`config.mk`:
```
export PLATFORM = sky130hd
export DESIGN_NAME = bram_model_pipe
export DESIGN_NICKNAME = d
export VERILOG_FILES = /design/src/rtl/bram_model_pkg.sv /design/src/rtl/bram_model_pipe.sv
export SDC_FILE = /design/constraint.sdc
export NUM_CORES = 1
export LEC_CHECK = 0
export CAP_MARGIN = 20
export CORE_MARGIN = 2
export CORE_UTILIZATION = 30
export CTS_CLUSTER_SIZE = 24
export DETAILED_ROUTE_END_ITERATION = 8
export HOLD_SLACK_MARGIN = 0.08
export PLACE_DENSITY = 0.82
export SKIP_LAST_GASP = 1
export SYNTH_ARGS = -nofsm -noshare
export SYNTH_HDL_FRONTEND = slang
export SYNTH_SLANG_ARGS = --single-unit
```
`constraint.sdc`:
```
create_clock -name clk -period 0.8 [get_ports clk]
set_input_delay 0.16 -clock clk [delete_from_list [all_inputs] [get_ports clk]]
set_output_delay 0.16 -clock clk [all_outputs]
set_load 0.01 [all_outputs]
```
`src/rtl/bram_model_pkg.sv`:
```
// bram_model_pkg
// Shared types and default parameter values for the bram_model block.
//   - *_DEFAULT : default values for the bram_model parameters
//   - rsp_e : kind of response carried down the latency pipeline
//   - pipe_entry_t : one pipeline slot (response kind + data word)
// The data field is sized for the widest legal word (64 bits). Narrower
// configurations zero-extend into it and truncate on the way out.
package bram_model_pkg;

  localparam int          DATA_W_DEFAULT       = 32;
  localparam int          DEPTH_DEFAULT        = 256;
  localparam logic [31:0] BASE_ADDR_DEFAULT    = 32'hB000_0000;
  localparam int          READ_LATENCY_DEFAULT = 1;
  localparam int          DATA_W_MAX           = 64;

  typedef enum logic [1:0] {
    RSP_NONE = 2'd0,
    RSP_DATA = 2'd1,
    RSP_ERR  = 2'd2
  } rsp_e;

  typedef struct packed {
    rsp_e                  rsp;
    logic [DATA_W_MAX-1:0] data;
  } pipe_entry_t;

endpackage

```
`src/rtl/bram_model_pipe.sv`:
```
// bram_model_pipe
// Fixed-latency response delay line. An entry presented on in_entry in the
// cycle a request is accepted appears on the registered outputs exactly
// READ_LATENCY cycles later. reset_n low flushes every in-flight entry at
// once and forces the outputs to their idle values.
// Ports:
//   clk, reset_n : clock, asynchronous active-low reset
//   in_entry     : response generated for the request accepted this cycle
//   rdata        : response data, held between responses
//   rvalid, err  : one-cycle response pulses
module bram_model_pipe
  import bram_model_pkg::*;
#(
  parameter int DATA_W       = DATA_W_DEFAULT,
  parameter int READ_LATENCY = READ_LATENCY_DEFAULT
) (
  input  logic              clk,
  input  logic              reset_n,
  input  pipe_entry_t       in_entry,
  output logic [DATA_W-1:0] rdata,
  output logic              rvalid,
  output logic              err
);

  localparam pipe_entry_t FLUSH_ENTRY = '{rsp: RSP_NONE, data: {DATA_W_MAX{1'b1}}};

  pipe_entry_t       tail_s;
  logic [DATA_W-1:0] rdata_q, rdata_d;
  logic              rvalid_q, rvalid_d;
  logic              err_q, err_d;
  logic              unused_data_s;

  // The output register is the last stage, so only READ_LATENCY-1 stages
  // sit in front of it.
  generate
    if (READ_LATENCY == 1) begin : g_direct
      assign tail_s = in_entry;
    end else begin : g_stages
      pipe_entry_t stage_q [READ_LATENCY-1];
      pipe_entry_t stage_d [READ_LATENCY-1];

      // Shift the delay line by one slot per cycle
      always_comb begin
        stage_d[0] = in_entry;
        for (int k = 1; k < READ_LATENCY - 1; k++) begin
          stage_d[k] = stage_q[k-1];
        end
      end

      // Delay-line storage, flushed asynchronously on reset
      always_ff @(posedge clk or negedge reset_n) begin
        if (!reset_n) begin
          for (int k = 0; k < READ_LATENCY - 1; k++) begin
            stage_q[k] <= FLUSH_ENTRY;
          end
        end else begin
          for (int k = 0; k < READ_LATENCY - 1; k++) begin
            stage_q[k] <= stage_d[k];
          end
        end
      end

      assign tail_s = stage_q[READ_LATENCY-2];
    end
  endgenerate

  // Upper data bits are only meaningful for the widest configuration
  assign unused_data_s = ^tail_s.data;

  // Decode the tail entry into output pulses; rdata keeps its value when idle
  always_comb begin
    rvalid_d = (tail_s.rsp == RSP_DATA);
    err_d    = (tail_s.rsp == RSP_ERR);
    if (tail_s.rsp != RSP_NONE) begin
      rdata_d = tail_s.data[DATA_W-1:0];
    end else begin
      rdata_d = rdata_q;
    end
  end

  // Output registers with reset values all-ones / 0 / 0
  always_ff @(posedge clk or negedge reset_n) begin
    if (!reset_n) begin
      rdata_q  <= {DATA_W{1'b1}};
      rvalid_q <= 1'b0;
      err_q    <= 1'b0;
    end else begin
      rdata_q  <= rdata_d;
      rvalid_q <= rvalid_d;
      err_q    <= err_d;
    end
  end

  assign rdata  = rdata_q;
  assign rvalid = rvalid_q;
  assign err    = err_q;

endmodule

```
==> flow_summary.toml <==
[status]
status = "finished, violations left"
violations = "setup timing"

[placed_design]
port_buffers = 69
hpwl_mm = 2.185
place_congestion = 0.7744

[clock_network]
clock_sinks = 34
cts_tree = "done"
h-tree-depth = 2
cts_root_buf = "clkbuf_8"
clk_latency_ps = 270
cts_made_buffers = 5
cts.path.max_buffers = 2
path_clk_slew_ps = 70
ctsHoldBuffers = 0

[synthesis]
synth_area_mm2 = 0.001346
syn_inst = 72
synth_most_common_cell = "dfstp_2"
postSynthAreaPerCell_um2 = 18.70
synth_top_cell_by_area = "dfstp_2"
synth_edf_count = 0
synth_commonest_cells = "32 x dfstp_2, 22 x mux2_2, 10 x mux2_4"
async_reset_ff_share_pct = 100.0
synth_ff_type = "dfstp_2"
synth.distinct_cells = 7
seq_area_frac_synth_pct = 66.17
synth_warnings = 0
syn_nets = 140
yosysTopAreaCellShare_pct = 62.45
synth.area.top_cells = "dfstp_2 62%, mux2_2 18%, mux2_4 11%"
synth-seq-cells = 34

[die]
die_w_um = 70.99
die_area_mm2 = 0.005040
core_region_area_mm2 = 0.004324
ios = 102
die_h_um = 70.99
rows = 24
start_util_pct = 31.13

[timing]
skew_ps = 0
setup_viol = 40
setup_slack_ps = -293.5
worst_pin_slew_ps = 189.9
hold_viol_final = 0
period_share_pct = 136.7
period_minus_slack_ps = 1094
tns_ps = -9157
drv_slew = 0
grt_setup_unrepaired = "true"
fmax_mhz = 914.5
relSlewSlack_pct = 87.34

[power]
netSwitchingPower_mw = 1.001
combPwrFrac_pct = 22.1
sw_frac_of_total_pct = 22.08
pwr-share-clk_pct = 32.1
intPower_mw = 3.533
seqPwrFrac_pct = 45.8
power_mw = 4.534
p_leak_nw = 1.078
peakVddDrop_uv = 972.3
p_per_area_mw_per_mm2 = 1837

[grt]
grt_use_met1_pct = 17.26
grt_use_met2_pct = 26.48
gr-total-overflow = 0
busiest_layer = "met2"
grt_max_degree = 35
grt_pass1_vias = 1100
antenna_found_initial = 0
track_usage_pct = 14.69
use_met3_pct = 3.561
grt_pass1_wl_mm = 5.575

[detailed_routing]
firstDrtPassIters = 4
vias_per_cell = 4.396
wirelength_mm = 3.386
antenna_left = 0
first_iter_violations = 58
drc_errors = 0
wire_per_inst_um = 15.97
via_count = 932

[worst_hold_path]
hold_path_depth = 3
min-delay-start = "in_entry[65]"
worstHoldEndpoint = "rvalid$_DFF_PN0_"
min_path_type = "input port to flip-flop"

[worst_setup_path]
r2r_slack_ps = -30
cp.arrival_ps = 930
worstSetupStartpointType = "flip-flop"
rr_worst_depth = 2
worst-path-buf-inv = 1
required_ps = 640
worstReg2RegStart = "rdata[21]$_DFFE_PN1P_"
slowest_stage = "dfstp_2"
slowest_delay_ps = 550
worstSetupEndpointType = "primary output"
critPathTopFamily = "flip-flops"
reg2reg_to = "rdata[21]$_DFFE_PN1P_"
crit_path_cell_trace = "buf_6"
cp_max_fo = 2
crit_type = "flip-flop to primary output"

[final_layout]
diodes = 0
final_layout_size_suffix_gt1_share_pct = 76.88
area_delta_synth_final_pct = 83.36
nNetsFinal = 227

[flow_run]
maxCapViolCount = 0
kinds of logic after synthesis:
family / share of synthesized area, %
simple gates: 1.766
buf+inv: 2.509
flops: 66.17
mux: 29.55
registers in the layout, indices dropped and copies added (netlist names):
| register | flops |
|---|---|
| rvalid | 1 |
| rdata | 32 |
| err | 1 |
placed cells by master, fill, tap and decap left out:
cell type and n:
buf_6 40, clkdlybuf4s50_1 33, dfstp_2 32, mux2_4 22, mux2_2 10, clkbuf_8 8
buf_12 3, nor2b_1 2, buf_16 2, dfrtp_1 2, buf_2 2, buf_4 2
nor2_4 1, buf_8 1
layout make-up:
type | instances | area, um^2
clock buffer | 8 | 110.1
multi-input combinational | 35 | 466.7
fill | 352 | 1856
timing repair buffer | 83 | 935.9
sequential | 34 | 890.9
tap | 52 | 65.06
power groups by stage:
stage	registers [mW]	logic [mW]	clock network, mW
after floorplan	2.13	0.231	0
after global placement	2.05	0.833	0
after detailed placement	2.06	0.860	0
after CTS	2.07	1.01	1.49
after global routing	2.09	1.06	1.60
final	2.08	1.00	1.46
metrics by stage:
step / std cells / worst slack [ps] / utilization, % / area [um^2] / hold WS, ps
finish: 212 / -293.5 / 57.09 / 2469 / 121.2
global route: 212 / -319.4 / 57.09 / 2469 / 132.0
CTS: 212 / -295.7 / 57.29 / 2477 / 112.3
detailed placement: 194 / -648.8 / 49.57 / 2143 / 550.4
global placement: 194 / -607.4 / 49.57 / 2143 / 544.9
floorplan: 72 / -78.58 / - / 1354 / -135.6
per-layer routing:
| layer | part of all wire, % | vias to the layer above |
|---|---|---|
| li1 | - | 420 |
| met1 | 39 | 467 |
| met2 | 54 | 40 |
| met3 | 5.6 | 5 |
| met4 | 0.97 | 0 |
| met5 | 0 | - |
worst max-delay path by stage:
stage	start	end	cells after the start
3_5_place_dp	in_entry[65]	rdata[17]$_DFFE_PN1P_	4
3_3_place_gp	in_entry[64]	rdata[27]$_DFFE_PN1P_	4
2_1_floorplan	in_entry[64]	rdata[0]$_DFFE_PN1P_	3
5_1_grt	rdata[21]$_DFFE_PN1P_	rdata[21]	1
6_report	rdata[21]$_DFFE_PN1P_	rdata[21]	1
4_1_cts	rdata[5]$_DFFE_PN1P_	rdata[5]	1
repair_timing:
| item | 4_1_cts | 5_1_grt |
|---|---|---|
| cloned | 3 | 0 |
| resized for setup | 197 | 5 |
| setup endpoints to repair | 66 | 50 |
| setup buffers | 7 | 4 |
| pin swaps | 1 | 1 |
Note: power is estimated with default switching activity, not from simulation.
